## src/rtl/diff_tdm_dec.sv

```systemverilog
// diff_tdm_dec: frame-aligning decoder for a two-channel
// differential-Manchester TDM line (A_h1,B_h1,A_h2,B_h2).
//
// Ports:
//   clk  line clock, one half-cell sample per rising edge
//   rst  synchronous active-high reset
//   m    TDM line input
//   a,b  decoded channel bits, held between frames
//   dv   one-cycle strobe, new a/b pair
//   lock frame alignment established
//   err  one-cycle strobe, code violation while locked
module diff_tdm_dec #(
  parameter int LOCK_FRAMES = 8,
  parameter int LOSS_FRAMES = 4
) (
  input  logic clk,
  input  logic rst,
  input  logic m,
  output logic a,
  output logic b,
  output logic dv,
  output logic lock,
  output logic err
);

  typedef enum logic {
    HUNT,
    LOCKED
  } state_t;

  localparam logic [7:0] LOCK_N = 8'(LOCK_FRAMES);
  localparam logic [7:0] LOSS_N = 8'(LOSS_FRAMES);

  state_t     state;
  state_t     state_nx;
  logic [1:0] ph;
  logic [1:0] ph_nx;
  logic       slip;
  logic       slip_nx;
  logic [7:0] good_cnt;
  logic [7:0] good_nx;
  logic [7:0] bad_cnt;
  logic [7:0] bad_nx;

  logic       a_h1;
  logic       b_h1;
  logic       a_h2;
  logic       prev_a;
  logic       prev_b;

  logic       frame_end;
  logic       viol;
  logic       bit_a;
  logic       bit_b;
  logic       dv_nx;
  logic       err_nx;

  // Result stage between the frame check and the outputs.
  logic       dv_p;
  logic       err_p;
  logic       a_p;
  logic       b_p;

  // The slip cycle repeats ph=3 without checking a frame;
  // its sample is simply dropped.
  assign frame_end = (ph == 2'd3) && !slip;

  // B_h2 is the live sample on the ph=3 edge.
  assign viol  = (a_h1 == a_h2) || (b_h1 == m);
  assign bit_a = (prev_a == a_h1);
  assign bit_b = (prev_b == b_h1);

  always_comb begin
    state_nx = state;
    good_nx  = good_cnt;
    bad_nx   = bad_cnt;
    slip_nx  = 1'b0;
    ph_nx    = ph + 2'd1;
    dv_nx    = 1'b0;
    err_nx   = 1'b0;
    if (frame_end) begin
      unique case (state)
        HUNT: begin
          if (viol) begin
            good_nx = 8'd0;
            slip_nx = 1'b1;
          end else if (good_cnt + 8'd1 == LOCK_N) begin
            state_nx = LOCKED;
            good_nx  = 8'd0;
          end else begin
            good_nx = good_cnt + 8'd1;
          end
        end
        LOCKED: begin
          if (!viol) begin
            dv_nx  = 1'b1;
            bad_nx = 8'd0;
          end else begin
            err_nx = 1'b1;
            if (bad_cnt + 8'd1 == LOSS_N) begin
              state_nx = HUNT;
              bad_nx   = 8'd0;
              slip_nx  = 1'b1;
            end else begin
              bad_nx = bad_cnt + 8'd1;
            end
          end
        end
        default: begin
          state_nx = HUNT;
        end
      endcase
      // Hold ph at 3 so the next frame starts one clock later.
      if (slip_nx) begin
        ph_nx = 2'd3;
      end
    end
  end

  always_ff @(posedge clk) begin
    if (rst) begin
      state    <= HUNT;
      ph       <= 2'd0;
      slip     <= 1'b0;
      good_cnt <= 8'd0;
      bad_cnt  <= 8'd0;
      a_h1     <= 1'b0;
      b_h1     <= 1'b0;
      a_h2     <= 1'b0;
      prev_a   <= 1'b0;
      prev_b   <= 1'b0;
      dv_p     <= 1'b0;
      err_p    <= 1'b0;
      a_p      <= 1'b0;
      b_p      <= 1'b0;
      a        <= 1'b0;
      b        <= 1'b0;
      dv       <= 1'b0;
      err      <= 1'b0;
      lock     <= 1'b0;
    end else begin
      state    <= state_nx;
      ph       <= ph_nx;
      slip     <= slip_nx;
      good_cnt <= good_nx;
      bad_cnt  <= bad_nx;

      unique case (ph)
        2'd0:    a_h1 <= m;
        2'd1:    b_h1 <= m;
        2'd2:    a_h2 <= m;
        default: ;
      endcase

      if (frame_end) begin
        prev_a <= a_h2;
        prev_b <= m;
        a_p    <= bit_a;
        b_p    <= bit_b;
      end
      dv_p  <= dv_nx;
      err_p <= err_nx;

      dv  <= dv_p;
      err <= err_p;
      if (dv_p) begin
        a <= a_p;
        b <= b_p;
      end
      lock <= (state == LOCKED);
    end
  end

endmodule

```

## config.mk

```make
export PLATFORM = sky130hd
export DESIGN_NAME = diff_tdm_dec
export DESIGN_NICKNAME = d
export VERILOG_FILES = /design/src/rtl/diff_tdm_dec.sv
export SDC_FILE = /design/constraint.sdc
export NUM_CORES = 1
export LEC_CHECK = 0
export ABC_AREA = 1
export CORE_ASPECT_RATIO = 0.5
export CORE_MARGIN = 2
export CORE_UTILIZATION = 40
export CTS_CLUSTER_DIAMETER = 100
export DETAILED_ROUTE_END_ITERATION = 8
export GPL_TIMING_DRIVEN = 0
export HOLD_SLACK_MARGIN = 0.12
export PLACE_DENSITY = 0.64
export SYNTH_ARGS = -nofsm -noshare
export SYNTH_HDL_FRONTEND = slang
export SYNTH_SLANG_ARGS = --single-unit
```

## constraint.sdc

```tcl
create_clock -name clk -period 4.36 [get_ports clk]
set_input_delay 1.308 -clock clk [delete_from_list [all_inputs] [get_ports clk]]
set_output_delay 1.308 -clock clk [all_outputs]
set_load 0.05 [all_outputs]
```

[Word-level counts from Yosys, hierarchy flattened]
Cells that the tools add are included.
Storage, ports and cells
  register bits after elaboration: 34
  output and inout bits: 5
  logic and storage cells: 58
Cells by class
  $add $sub $neg: 3
  equal/unequal tests: 9
  mux-type cells: 17
  bitwise operators: 2
  reduce and logical (&&, ||, !) cells: 8
Operators by type and width (count)
  $mux 8: 4
  $add 8x1->8 const B: 2
  $mux 1: 9
  $eq 8x3->1 const B: 1
  $eq 8x4->1 const B: 1
  $eq 1x1->1: 4
  $eq 2x2->1 const B: 2
  $mux 2: 2
  $pmux 1 s2: 2
  $reduce_and 2->1: 2
  $reduce_or 3->1: 1
  $add 2x1->2 const B: 1
  $eq 2x1->1 const B: 1
  $logic_not 2->1: 1
  $not 1->1: 2
  $reduce_or 2->1: 1
  $logic_and 1x1->1: 1
  $logic_not 1->1: 1
  $logic_or 1x1->1: 1

[Logic depth before layout (Yosys ltp)]
  word-level depth: 8
  gate-level depth with buffers: 12
  gate-level depth less buffers: 12

[Worst setup path after synthesis]
No wires, ideal clock.
  path type: in2reg
  start: input m
  end: register bad_cnt[7]
  library setup time: 129 ps
  arrival time: 2036 ps
  required time: 4231 ps
  slack: 2195 ps
  stages on the path: 8
  buffers on the path: 0
  path through: xor2_1 nand2_2 inv_1 nor2_4 nand2_1 inv_2 a22oi_1 nor2_1
On the way
  longest elaborated chain between the ends: 3
RTL lines
  from (decl): RTL line 18  | input logic m,
  $eq 1x1->1: RTL line 69  | assign viol = (a_h1 == a_h2) || (b_h1 == m);
  $logic_or 1x1->1: RTL line 69
  $mux 8: RTL line 95  | if (!viol) begin
  to (signal assigned): RTL line 146  | bad_cnt <= bad_nx;
  to (decl): RTL line 42  | logic [7:0] bad_cnt;
Every way passes these cells.
A chain may end at the register's enable or synchronous reset.

[Worst setup path in the final report]
  start: register a
  end: output a
RTL lines
  from (decl): RTL line 19  | output logic a,
  from (signal assigned): RTL line 167  | a <= a_p;
No word-level cell between the ends.

==> reports/metrics.cfg <==
[sta]
maxSlewHeadroom = 0.5437
setup_viol = 0
fin_crit_ps = 2726
finClkSkew_ps = 7.208
slew_viol_final = 0
fin_crit_sh = 0.6252
setup_slack_ps = 1634
whs_ps = 402.3
setup_tns_ps = 0
worstMarginPinSlew_ps = 684.4
max_freq_ghz = 0.3668
final-hold-violation-count = 0
rsz0062_at_grt = false

[layout]
utilization = 0.4852
nNetsFinal = 261
drive_above_1_share = 0.1429
diodes = 0
area_delta_synth_final_pct = 13.69
reg.largest.list = bad_cnt x8, good_cnt x8, ph x2

[route]
routed_via_density = 4.699
postRouteAntennaNets = 0
routed-via-count = 1438
wl_mm = 3.218
wl_per_cell_um = 10.52
drc_errors = 0
drt_iter0_drc = 66
dr.pass1.iters = 4

[synth]
synth_edf_count = 0
synth_nets = 247
synth_cells = 237
yosysSeqAreaShare = 0.4003
synthAdderAreaFrac = 0.05151
synth_flop_cell = dfxtp_1
ys_async_sr_fraction = 0
synth_top_family_by_area = simple AND/OR/NAND/NOR gates
yosys.cell_types.count = 27
yosysTopAreaCellShare = 0.4003
muxShareOfSynthArea = 0
synth.avg_cell_area_um2 = 7.175
synth_xor_area_frac = 0.02575
synthTopCellsByArea = dfxtp_1 40%, nand2_1 13%, inv_1 6.0%, nor2_1 5.7%, ha_1 5.2%
synth-simple-area-share = 0.3238
synth_compound_area_frac = 0.1192
synth_top_area_cell = dfxtp_1
syn-cell-area_um2 = 1700
ys_ff_latch = 34
ys_warn_count = 0

[pwr]
p_int_uw = 467.3
clockPowerShare = 0.387
vdd_ir_drop_max_mv = 0.1111
power_frac_comb = 0.085
p_sw_frac = 0.2551
seqPwrFrac = 0.527
p_switching_uw = 160.1
powerDensity_nw_per_um2 = 324.6
leakage_nw = 0.7559

[setup_path]
critPathSlowestCell = clkdlybuf4s50_1
critPathCaptureType = output port
critical_path.top_delay_family = buffers and inverters
path_cells = clkdlybuf4s50_1
cp-start-kind = flip-flop
required_ps = 3050
worstSetupPathType = reg -> out
cp.arrival_ps = 1420
critical-path-max-stage-delay_ps = 800
path_buf_inv = 1
path_max_fanout = 2

[floorplanning]
rows = 16
start_util = 0.4268
die_w_um = 96.21
coreArea_um2 = 3984
ios = 8
floorplan.die_area_um2 = 4820
die_h_um = 50.11

[clocking]
ctsHoldBuffers = 0
cts.sinks = 34
htreeDepth = 2
cts_tree = built
cts_resized = 0
cts_buffers = 5
cts.clk_slew.worst_paths_ps = 70
clock_latency_ps = 290
cts_setup_buffers = 0
cts_buffer_depth = 2
clock_tree.root_cell = clkbuf_8

[placed_design]
hpwl_mm = 2.341
place.gp.congestion = 0.8350
dpl_worst_slack_ps = 1514
io_buffers = 7

[grt]
overflow = 0
grt_use_total = 0.1623
antenna_found_initial = 0
grt_start_max_net_pins = 12
grt_pass1_vias = 1364
grt_first_pass_wirelength_mm = 5.913

[hold_path]
hold_path_class = reg -> reg

[run_status]
status = complete, no violations

[run]
timing.max_cap.violations = 0

power by group through the flow:
stage / clock network [mW] / registers, mW / logic, mW
after detailed placement: 0 / 0.338 / 0.0542
final: 0.243 / 0.331 / 0.0535
after floorplan: 0 / 0.336 / 0.0418
after global placement: 0 / 0.338 / 0.0524
after CTS: 0.250 / 0.331 / 0.0545
after global routing: 0.262 / 0.332 / 0.0633
per-stage QoR:
step	total power, mW	cells	area (µm²)
3_5_place_dp	0.3921	298	1838
3_3_place_gp	0.3900	298	1838
4_1_cts	0.6349	306	1933
6_report	0.6274	306	1933
5_1_grt	0.6570	306	1933
2_1_floorplan	0.3777	237	1700
cells in the mapped netlist (all sizes together), types with 4 or more instances:
cell type and number:
nand2 66, nor2 36, dfxtp 34, inv 32, a21oi 20, o21ai 13
nand3 11, ha 7, xor2 4
layer usage:
layer,vias to the layer above,part of all wire,track usage,wire length (µm)
met1,650,0.52,0.2166,1669
met2,11,0.44,0.2431,1401
li1,772,-,-,-
met4,0,0.012,0.05714,38
met5,-,0,0,0
met3,5,0.034,0.05505,109
cell families (layout without fill, tap and decap cells):
group / after synthesis / count (layout)
simple gates: 119 / 119
compound gates: 36 / 36
buf+inv: 36 / 51
flops: 34 / 34
fa+ha+maj: 7 / 7
xor+xnor: 5 / 5
cells in the final DEF (no fill, tap or decap), types with 4 or more instances in the layout:
cell,n
nand2_1,60
inv_1,27
o21ai_0,11
nor2_2,7
nor2_1,26
xor2_1,4
dfxtp_1,34
clkdlybuf4s50_1,7
inv_2,5
ha_1,7
clkbuf_8,6
nand2_2,5
nand3_1,8
a21oi_1,17
worst paths after layout:
kind,from,endpoint,slack [ps],depth (start not counted)
max,a,a,1630,1
min,err_p,err,400,2
max reg2reg,ph[0],bad_cnt[7],2660,8
min reg2reg,err_p,err,400,2
area by class of cell:
class,count,area [µm²]
Clock buffer,6,82.58
Buffer,3,11.26
Sequential cell,34,680.7
Inverter,33,123.9
Fill cell,400,2051
Clock inverter,2,12.51
Tap cell,54,67.56
Timing Repair Buffer,7,70.07
Multi-Input combinational cell,167,884.6
No activity file was read; power rests on OpenSTA's default activity.
